## src/rtl/fcl_pkg.sv

```systemverilog
// Shared constants and types for the FCL1->FCL2 vector hand-off.
// Both ends import this so they agree on the frame grid and boundary position.
package fcl_pkg;
  localparam int WORD_W    = 16;
  localparam int N_WORD    = 16;
  localparam int CNT_MAX   = 25;
  localparam int LINE_MAX  = 30;
  localparam int CNT_INIT  = 16;
  localparam int LINE_INIT = 6;

  localparam int CNT_W  = 5;
  localparam int LINE_W = 5;
  localparam int WPTR_W = 4;

  // Boundary strike position on the (line, count) grid.
  localparam logic [LINE_W-1:0] BND_LINE = LINE_W'(LINE_MAX);
  localparam logic [CNT_W-1:0]  BND_CNT  = CNT_W'(CNT_MAX);

  typedef enum logic {
    FILL = 1'b0,
    FULL = 1'b1
  } tx_state_e;
endpackage

```

## src/rtl/frame_timer.sv

```systemverilog
// Free-running line/count grid timer; strike is high while the grid sits on the frame boundary.
// No latency beyond the state register; never stalls.
module frame_timer
  import fcl_pkg::*;
(
  input  logic              clk,
  input  logic              rst,
  output logic [CNT_W-1:0]  count,
  output logic [LINE_W-1:0] line,
  output logic              strike
);
  logic [CNT_W-1:0]  count_q, count_d;
  logic [LINE_W-1:0] line_q, line_d;

  assign strike = (line_q == BND_LINE) && (count_q == BND_CNT);
  assign count  = count_q;
  assign line   = line_q;

  always_comb begin
    count_d = count_q + CNT_W'(1);
    line_d  = line_q;
    if (count_q == BND_CNT) begin
      count_d = '0;
      line_d  = strike ? LINE_W'(1) : line_q + LINE_W'(1);
    end
  end

  always_ff @(posedge clk or posedge rst) begin
    if (rst) begin
      count_q <= CNT_W'(CNT_INIT);
      line_q  <= LINE_W'(LINE_INIT);
    end else begin
      count_q <= count_d;
      line_q  <= line_d;
    end
  end
endmodule

```

## src/rtl/fcl1_vec_tx.sv

```systemverilog
// Collects 16 serial FCL1 words and releases them as one parallel vector on the frame boundary.
// Output one edge after the first boundary following the last word; in_rdy drops while a full vector waits.
module fcl1_vec_tx
  import fcl_pkg::*;
(
  input  logic                     clk,
  input  logic                     rst,
  input  logic                     in_vld,
  input  logic [WORD_W-1:0]        in_data,
  output logic                     in_rdy,
  output logic [N_WORD*WORD_W-1:0] out_vec,
  output logic                     out_vld,
  output logic                     err_ovf,
  output logic                     err_udr
);
  logic [CNT_W-1:0]  tmr_count;
  logic [LINE_W-1:0] tmr_line;
  logic              bnd;

  frame_timer u_timer (
    .clk    (clk),
    .rst    (rst),
    .count  (tmr_count),
    .line   (tmr_line),
    .strike (bnd)
  );

  tx_state_e                        state_q, state_d;
  logic [WPTR_W-1:0]                wptr_q, wptr_d;
  logic [N_WORD-1:0][WORD_W-1:0]    shadow_q, shadow_d;
  logic [N_WORD-1:0][WORD_W-1:0]    out_vec_q, out_vec_d;
  logic                             out_vld_q, out_vld_d;
  logic                             err_ovf_q, err_ovf_d;
  logic                             err_udr_q, err_udr_d;

  always_comb begin
    state_d   = state_q;
    wptr_d    = wptr_q;
    shadow_d  = shadow_q;
    out_vec_d = out_vec_q;
    out_vld_d = 1'b0;
    err_ovf_d = err_ovf_q;
    err_udr_d = err_udr_q;
    in_rdy    = (state_q == FILL);
    case (state_q)
      FILL: begin
        if (in_vld) begin
          shadow_d[wptr_q] = in_data;
          if (wptr_q == WPTR_W'(N_WORD - 1)) begin
            wptr_d  = '0;
            state_d = FULL;
          end else begin
            wptr_d = wptr_q + WPTR_W'(1);
          end
        end
        // Boundary with an incomplete vector: keep collecting, flag the miss.
        if (bnd) err_udr_d = 1'b1;
      end
      FULL: begin
        if (in_vld) err_ovf_d = 1'b1;
        if (bnd) begin
          out_vec_d = shadow_q;
          out_vld_d = 1'b1;
          state_d   = FILL;
        end
      end
      default: state_d = FILL;
    endcase
  end

  always_ff @(posedge clk or posedge rst) begin
    if (rst) begin
      state_q   <= FILL;
      wptr_q    <= '0;
      out_vec_q <= '0;
      out_vld_q <= 1'b0;
      err_ovf_q <= 1'b0;
      err_udr_q <= 1'b0;
    end else begin
      state_q   <= state_d;
      wptr_q    <= wptr_d;
      out_vec_q <= out_vec_d;
      out_vld_q <= out_vld_d;
      err_ovf_q <= err_ovf_d;
      err_udr_q <= err_udr_d;
    end
  end

  // Shadow is never read before a full refill, so it needs no reset.
  always_ff @(posedge clk) begin
    shadow_q <= shadow_d;
  end

  assign out_vec = out_vec_q;
  assign out_vld = out_vld_q;
  assign err_ovf = err_ovf_q;
  assign err_udr = err_udr_q;

  grid_in_range: assert property (@(posedge clk) disable iff (rst)
    (tmr_count <= BND_CNT) && (tmr_line >= LINE_W'(1)) && (tmr_line <= BND_LINE));
endmodule

```

## config.mk

```make
export PLATFORM = sky130hd
export DESIGN_NAME = fcl1_vec_tx
export DESIGN_NICKNAME = d
export VERILOG_FILES = /design/src/rtl/fcl_pkg.sv /design/src/rtl/frame_timer.sv /design/src/rtl/fcl1_vec_tx.sv
export SDC_FILE = /design/constraint.sdc
export NUM_CORES = 1
export LEC_CHECK = 0
export ABC_CLOCK_PERIOD_IN_PS = 28200
export CORE_ASPECT_RATIO = 0.7
export CORE_MARGIN = 2
export CORE_UTILIZATION = 61
export CTS_CLUSTER_SIZE = 30
export DETAILED_ROUTE_END_ITERATION = 10
export DONT_BUFFER_PORTS = 1
export PLACE_DENSITY = 0.77
export RECOVER_POWER = 50
export SLEW_MARGIN = 30
export SYNTH_ARGS = -nofsm -noshare
export SYNTH_HDL_FRONTEND = slang
export SYNTH_HIERARCHICAL = 1
export SYNTH_SLANG_ARGS = --single-unit
```

## constraint.sdc

```tcl
create_clock -name clk -period 28.2 [get_ports clk]
set_input_delay 5.64 -clock clk [delete_from_list [all_inputs] [get_ports clk]]
set_output_delay 5.64 -clock clk [all_outputs]
set_load 0.03 [all_outputs]
```

# After elaboration in Yosys (flattened, before gate mapping)
# Index checks and enable logic that the tools add are counted.
dict set report op_classes {
  n_addsub 3
  magnitude_cmp 2
  n_eq_ne 3
  n_mux 12
  bitwise_logic 1
  n_reduce_logical 6
}
# op n
set op_table {}
lappend op_table {{bitwise mux 256 bit} 1}
lappend op_table {{demux 16 bit (select 4 bit)} 1}
lappend op_table {{2-to-1 mux 16 bit} 1}
lappend op_table {{adder 5 x 1 -> 5 bit (second input constant)} 2}
lappend op_table {{== test 5 bit (second input constant)} 2}
lappend op_table {{2-to-1 mux 5 bit} 2}
lappend op_table {{AND reduction 2 bit} 4}
lappend op_table {{less-than comparator 4 x 5 -> 1 bit (second input constant)} 1}
lappend op_table {{2-to-1 mux 1 bit} 5}
lappend op_table {{adder 4 x 1 -> 4 bit (second input constant)} 1}
lappend op_table {{== test 4 bit (second input constant)} 1}
lappend op_table {{>= comparator 4 x 1 -> 1 bit (second input constant)} 1}
lappend op_table {{2-to-1 mux 4 bit} 1}
lappend op_table {{logical AND 1 bit} 2}
lappend op_table {{one-hot mux 1 bit (2 select lines)} 1}
lappend op_table {{NOT 1 bit} 1}
dict set report totals {
  ff_bits 530
  inputBits 19
  output_inout_bits 260
  wordCells 66
}

# Depth between registers and ports, before layout
# Gate-level depths: netlist of the first run.
dict set report logic_depth {
  word_depth 5
  ltp_mapped 9
  mapped_depth_nobuf 6
}

# Modules after synthesis
# The synthesis of the first run kept the hierarchy.
# mod instances cells_each area_each_um2 seq_area_each_um2
set by_module_without_submodules {}
lappend by_module_without_submodules {fcl1_vec_tx 1 846 18845.6 14293.7}
lappend by_module_without_submodules {frame_timer 1 49 508.0 254.0}

# Worst setup path after synthesis of the first run
# OpenSTA, ideal clock, no wires.
dict set report synth_timing {
  kind {in2reg}
  from {input port in_vld}
  to {register shadow_q[112] (netlist name), enable pin}
  setup_time_ns 0.374
  arrival_time_ns 6.539
  required_ns 27.826
  slack_ns 21.287
  stages 3
  n_path_buf 0
  cell_sequence {and3b_1 nor2b_1 and2_1}
}
dict set report synth_between {
  elab_chain_len 1
}
# element line
set synth_lines {}
lappend synth_lines {{from (decl)} fcl1_vec_tx.sv:8} ;# input logic in_vld,
lappend synth_lines {{AND reduction 2 bit (no source line)} -}
lappend synth_lines {{to (signal assigned)} fcl1_vec_tx.sv:91} ;# shadow_q <= shadow_d;
lappend synth_lines {{to (decl)} fcl1_vec_tx.sv:30} ;# logic [N_WORD-1:0][WORD_W-1:0] shadow_q, shadow_d;
# No other way between the ends.
# A chain may end at the register's enable or synchronous reset.

# Worst setup path in the final report of the first run
dict set report layout_timing {
  from {register u_timer.line_q[1] (netlist: u_timer/line[1])}
  to {register out_vec_q (netlist bit out_vec[73])}
}
dict set report layout_between {
  elab_chain_len 3
}
# element line
set layout_lines {}
lappend layout_lines {{from (decl)} frame_timer.sv:13} ;# logic [LINE_W-1:0] line_q, line_d;
lappend layout_lines {{from (signal assigned)} frame_timer.sv:31} ;# line_q <= LINE_W'(LINE_INIT);
lappend layout_lines {{from (signal assigned)} frame_timer.sv:34} ;# line_q <= line_d;
lappend layout_lines {{== test 5 bit} frame_timer.sv:15} ;# assign strike = (line_q == BND_LINE) && (count_q == BND_CNT);
lappend layout_lines {{logical AND 1 bit} frame_timer.sv:15}
lappend layout_lines {{via bnd} fcl1_vec_tx.sv:18} ;# logic bnd;
lappend layout_lines {{AND reduction 2 bit (no source line)} -}
lappend layout_lines {{to (signal assigned)} fcl1_vec_tx.sv:82} ;# out_vec_q <= out_vec_d;
lappend layout_lines {{to (decl)} fcl1_vec_tx.sv:31} ;# logic [N_WORD-1:0][WORD_W-1:0] out_vec_q, out_vec_d;
# The timed path passes the listed nets, and every way through them passes these cells.

==> results of run 1 <==
[area by class of cell]
class                   count  area [um^2]
repair buffers              6         37.5
well taps                 420          526
inverters                   8         31.3
flip-flops and latches    530        14500
diodes                      1         2.50
clock inverters            17          143
multi-input cells         327         3400
clock buffers              71         1300
fillers                  2263        11200
[power groups by stage]
stage	registers, uW	clock network (uW)	logic (uW)
final	812	607	8.56
after global routing	811	649	10.4
after CTS	812	617	9.20
after detailed placement	827	0	9.19
after global placement	827	0	9.03
after floorplan	827	0	5.95
[flip-flops by register name (all words and copies together), names as in the netlist]
register,cells
out_vec,256
shadow_q,256
u_timer/count,5
u_timer/line,5
wptr_q,4
err_ovf,1
err_udr,1
out_vld,1
state_q,1
[worst max-delay path, cell delays in order (launching register included)]
cell      delay [ns]
dfstp_1         0.57
ha_1            0.19
nand4_1         0.19
nor2_1          0.22
and2_0          1.93
clkbuf_1        2.44
clkbuf_1        2.30
clkbuf_1        2.13
mux2_1          0.43
[cell families after synthesis]
family                     share of synthesized area
adders and majority gates                    0.00517
xor gates and xnor gates                     0.00136
buffers and inverters                         0.0287
muxes                                          0.195
AOI/OAI and AO/OA                            0.00575
and+or+nand+nor                               0.0123
DFF                                            0.752
[worst max-delay path by stage]
stage	slack, ns	end
finish	17.58	out_vec[73]
global route	16.56	out_vec[24]
CTS	21.24	in_rdy
detailed placement	20.74	shadow_q[128]
global placement	20.72	shadow_q[128]
floorplan	15.29	err_ovf
[per-stage QoR]
step / util / setup slack (ns) / cell area [um^2]
2_1_floorplan: - / 15.29 / 19400
3_3_place_gp: 0.622 / 20.72 / 19400
3_5_place_dp: 0.622 / 20.74 / 19400
4_1_cts: 0.668 / 21.24 / 20800
5_1_grt: 0.640 / 16.56 / 20000
6_report: 0.640 / 17.58 / 20000
[routing by layer]
metal	wire length, um	vias to the layer above	share of wire	GRT usage
li1	-	3347	-	-
met1	17100	4224	0.43	0.350
met5	0	-	0	0
met3	4090	44	0.10	0.0915
met4	602	0	0.015	0.0564
met2	17700	314	0.45	0.349
[layout by cell type (no fill, tap or decap), types with 3 or more instances in the layout]
master / count
clkinv_2: 6
clkinv_1: 5
clkbuf_8: 3
inv_6: 3
dfrtp_1: 271
nor2_1: 5
and2_1: 13
nand3_1: 3
clkbuf_1: 25
nand2_1: 3
mux2_4: 4
mux2_2: 34
mux2_1: 220
clkbuf_16: 47
ha_1: 8
a21o_1: 3
and3_1: 4
edfxtp_1: 256
o21ai_0: 6
inv_1: 7
==> results.json, run 1 <==
{
  "post-dp-hpwl_um": 23200,
  "synth_top_area_frac": 0.397,
  "r2r_setup_slack_ns": 17.58,
  "die_y_um": 153,
  "initial_core_util": 0.620,
  "cts-root-buf": "clkbuf_16",
  "syn_inst": 895,
  "cts_tree": "yes",
  "holdBufCountCts": 0,
  "ys_top_cells_by_count": "271 x dfrtp_1, 256 x edfxtp_1, 229 x mux2_4",
  "synthArstFlopShare": 0.517,
  "worstHoldStart": "shadow_q[175]",
  "cts_buffers": 47,
  "htree_levels": 2,
  "switchingPower_uw": 278,
  "setup_violations": 0,
  "cp_data_required_time_ns": 28.62,
  "dp.cells": 1291,
  "swShare": 0.195,
  "failed_checks": "capacitance limit, slew limit",
  "rsz0062_at_grt": "no",
  "gp_congestion": 0.757,
  "grt_max_degree": 113,
  "hold_viol": 0,
  "port_buffers": 0,
  "status": "complete, but fails checks",
  "fmax_ghz": 0.0942,
  "post_cts_buffers": 0,
  "fp.dieW_um": 217,
  "grt_use_total": 0.241,
  "cts_resized": 0,
  "yosysSeqAreaShare": 0.752,
  "ys_ff_latch": 530,
  "p_per_area_mw_per_mm2": 71.4,
  "p_comb_frac": 0.006,
  "area_delta_synth_final_pct": 3.27,
  "grt_pass1_wl_um": 57300,
  "ys_warn_count": 6,
  "num_vias": 7929,
  "synth_edf_count": 256,
  "clockBufferDepth": 3,
  "power.leakage_uw": 0.00877,
  "slew_violations": 379,
  "stdcell_count": 1380,
  "mappedNetlistArea_mm2": 0.0194,
  "p_int_uw": 1150,
  "r2r-end": "out_vec[73]",
  "die-area_mm2": 0.0332,
  "min_path_cells": 1,
  "row_count": 54,
  "vias_per_cell": 5.75,
  "cp-startpoint": "u_timer/line[1]",
  "hold_path_class": "flip-flop to flip-flop",
  "ff2ff_path_depth": 8,
  "p_clk_frac": 0.425,
  "antenna_found_initial": 3,
  "clock-sinks": 530,
  "ant_nets": 0,
  "startpoint_type": "flip-flop",
  "grt_pass1_vias": 8097,
  "syn_area_per_cell_um2": 21.6,
  "slew_headroom": -2.44,
  "fin_skew_ns": 0.0181,
  "clock_latency_ns": 0.56,
  "reg2reg_from": "u_timer/line[1]",
  "drc_errors": 0,
  "ios": 279,
  "critPathCaptureType": "flip-flop",
  "ys_dominant_reg_cell": "dfrtp_1",
  "fin_crit_ns": 10.62,
  "crit_type": "flip-flop to flip-flop",
  "max-vdd-ir-drop_uv": 66.5,
  "power_uw": 1430,
  "first_pass_iters": 7,
  "arrival_ns": 11.04,
  "post-synth-top-area-cell": "edfxtp_1",
  "holdWs_ns": 0.453,
  "p_seq_frac": 0.569,
  "max_cap_violations": 6,
  "worstPathMaxFanout": 58,
  "wire_per_inst_um": 28.6,
  "synthMostInstantiatedCell": "dfrtp_1",
  "hold_end": "out_vec[175]",
  "gr-total-overflow": 0,
  "routed_wl_um": 39500,
  "clk_pin_slew_ns": 0.07,
  "synth.distinct_cells": 39,
  "period_share": 0.376,
  "tns_ns": 0,
  "core_mm2": 0.0312,
  "synthTopCellsByArea": "edfxtp_1 40%, dfrtp_1 35%, mux2_4 18%",
  "syn-num-nets": 922,
  "drtIter0Drc": 655,
  "tightest_slew_ns": 5.14,
  "fin_nets": 947,
  "drive_above_1_share": 0.111
}
No activity file was read; power rests on OpenSTA's default activity.
==> run 2, diff against run 1 <==
--- a/config.mk
+++ b/config.mk
@@ -5,14 +5,14 @@
 export SDC_FILE = /design/constraint.sdc
 export NUM_CORES = 1
 export LEC_CHECK = 0
-export ABC_CLOCK_PERIOD_IN_PS = 28200
+export ABC_CLOCK_PERIOD_IN_PS = 9500
 export CORE_ASPECT_RATIO = 0.7
 export CORE_MARGIN = 2
-export CORE_UTILIZATION = 61
+export CORE_UTILIZATION = 57
 export CTS_CLUSTER_SIZE = 30
 export DETAILED_ROUTE_END_ITERATION = 10
 export DONT_BUFFER_PORTS = 1
-export PLACE_DENSITY = 0.77
+export PLACE_DENSITY = 0.75
 export RECOVER_POWER = 50
 export SLEW_MARGIN = 30
 export SYNTH_ARGS = -nofsm -noshare
==> constraint.sdc (replaced) <==
create_clock -name clk -period 9.5 [get_ports clk]
set_input_delay 1.9 -clock clk [delete_from_list [all_inputs] [get_ports clk]]
set_output_delay 1.9 -clock clk [all_outputs]
set_load 0.03 [all_outputs]
==> results.json, run 2 (same netlist as run 1, synthesis figures left out) <==
{
  "cts-root-buf": "clkbuf_16",
  "initial_core_util": 0.578,
  "num_vias": 7926,
  "period_share": 0.631,
  "slowest_stage": "clkbuf_1",
  "hold_viol": 0,
  "fin_skew_ns": 0.0159,
  "gp_congestion": 0.719,
  "slew_headroom": -0.948,
  "core_mm2": 0.0335,
  "ff2ff_path_depth": 7,
  "first_pass_iters": 5,
  "antenna_found_initial": 2,
  "worstPathMaxFanout": 48,
  "grt_pass1_vias": 8080,
  "cts_buffers": 47,
  "clock-sinks": 530,
  "fill_cells": 2321,
  "layout_commonest_cell": "dfrtp_1",
  "failed_checks": "capacitance limit, slew limit",
  "crit_chain": "ha_1 > nand4_1 > nor2_1 > and2_0 > clkbuf_1 > buf_4 > mux2_2",
  "htree_levels": 2,
  "max_cap_violations": 2,
  "vias_per_cell": 5.69,
  "drtIter0Drc": 581,
  "cts_resized": 0,
  "stdcell_count": 1393,
  "tightest_slew_ns": 2.92,
  "clock_latency_ns": 0.56,
  "cp_data_required_time_ns": 9.94,
  "cts_tree": "yes",
  "dp.cells": 1306,
  "slew_violations": 66,
  "routed_wl_um": 39900,
  "post-dp-hpwl_um": 23200,
  "tns_ns": 0,
  "port_buffers": 0,
  "clk_pin_slew_ns": 0.07,
  "ant_nets": 0,
  "area_delta_synth_final_pct": 7.49,
  "grt_max_degree": 140,
  "row_count": 56,
  "grt_pass1_wl_um": 57400,
  "final_cell_mix": "271 x dfrtp_1, 256 x edfxtp_1, 184 x mux2_4",
  "power.leakage_uw": 0.00878,
  "crit_type": "flip-flop to flip-flop",
  "ios": 279,
  "arrival_ns": 6.44,
  "drive_above_1_share": 0.310,
  "die-area_mm2": 0.0355,
  "critPathCaptureType": "flip-flop",
  "die_y_um": 158,
  "rsz0062_at_grt": "no",
  "route.met2.wl_um": 18100,
  "drc_errors": 0,
  "clockBufferDepth": 3,
  "min_path_cells": 1,
  "fmax_ghz": 0.167,
  "diodes": 0,
  "wire_per_inst_um": 28.7,
  "gr-total-overflow": 0,
  "setup_violations": 0,
  "status": "complete, but fails checks",
  "post_cts_buffers": 0,
  "fin_nets": 947,
  "top_layer": "met4",
  "p_per_area_mw_per_mm2": 207,
  "wl_met3_um": 3730,
  "startpoint_type": "flip-flop",
  "grt_use_total": 0.226,
  "hold_path_class": "flip-flop to flip-flop",
  "fin_crit_ns": 6.00,
  "max_stage_delay_ns": 2.15,
  "holdBufCountCts": 0,
  "wl_met1_um": 17600,
  "fp.dieW_um": 224,
  "max-vdd-ir-drop_uv": 181
}
## run 2: changes by cell type in the layout (fill, tap and decap cells not counted), sizes merged
cell	previous run	this run
bufinv	2	3
diode	1	0
clkinv	11	19
clkbuf	75	64
inv	10	8
buf	2	5
## run 2: worst paths after layout
| path | startpoint | end | slack [ns] |
|---|---|---|---|
| setup / recovery | u_timer/line[1] | out_vec[161] | 3.50 |
| hold / removal | shadow_q[102] | out_vec[102] | 0.47 |
| setup reg to reg | u_timer/line[1] | out_vec[161] | 3.50 |
| hold reg to reg | shadow_q[102] | out_vec[102] | 0.47 |
| max in group asynchronous | rst | out_vec[191] | 7.05 |
| min in group asynchronous | rst | u_timer/count[3] | 1.21 |
## run 2: critical path, delay by kind of cell, from the launching register on
kind | cells | cell delay (ns)
flip-flops | 1 | 0.57
AND/OR/NAND/NOR | 3 | 1.62
buffers and inverters | 2 | 3.05
adder cells (fa/ha/maj) | 1 | 0.19
multiplexers | 1 | 0.41
## run 2: stage by stage
stage               cell area (um^2)  utilization  power (uW)  hold WS (ns)  setup slack, ns
global route                   20800        0.621        4440         0.474             2.98
finish                         20800        0.621        4310         0.466             3.50
global placement               19400        0.580        2480         0.457             5.90
detailed placement             19400        0.580        2480         0.464             5.83
CTS                            21000        0.626        4350         0.474             5.80
floorplan                      19400            -        2470         0.451            0.331
## run 2: per-layer routing
metal | track usage | vias up
li1 | - | 3348
met1 | 0.322 | 4271
met2 | 0.335 | 270
met3 | 0.0867 | 37
met4 | 0.0482 | 0
met5 | 0 | -
## run 2: cell type report
cell class                      instances  area, um^2  area share
Clock inverter                         24         203     0.00974
Inverter                                8        42.5     0.00204
Timing Repair Buffer                    6        57.6     0.00277
Multi-Input combinational cell        327        4080       0.196
Clock buffer                           63        1330      0.0639
Sequential cell                       530       14500       0.699
Tap cell                              435         544      0.0262
## run 2: report_power, final
part | internal [uW] | switching [uW]
logic | 1.57 | 23.3
clock network | 1070 | 805
registers | 2410 | 0.325
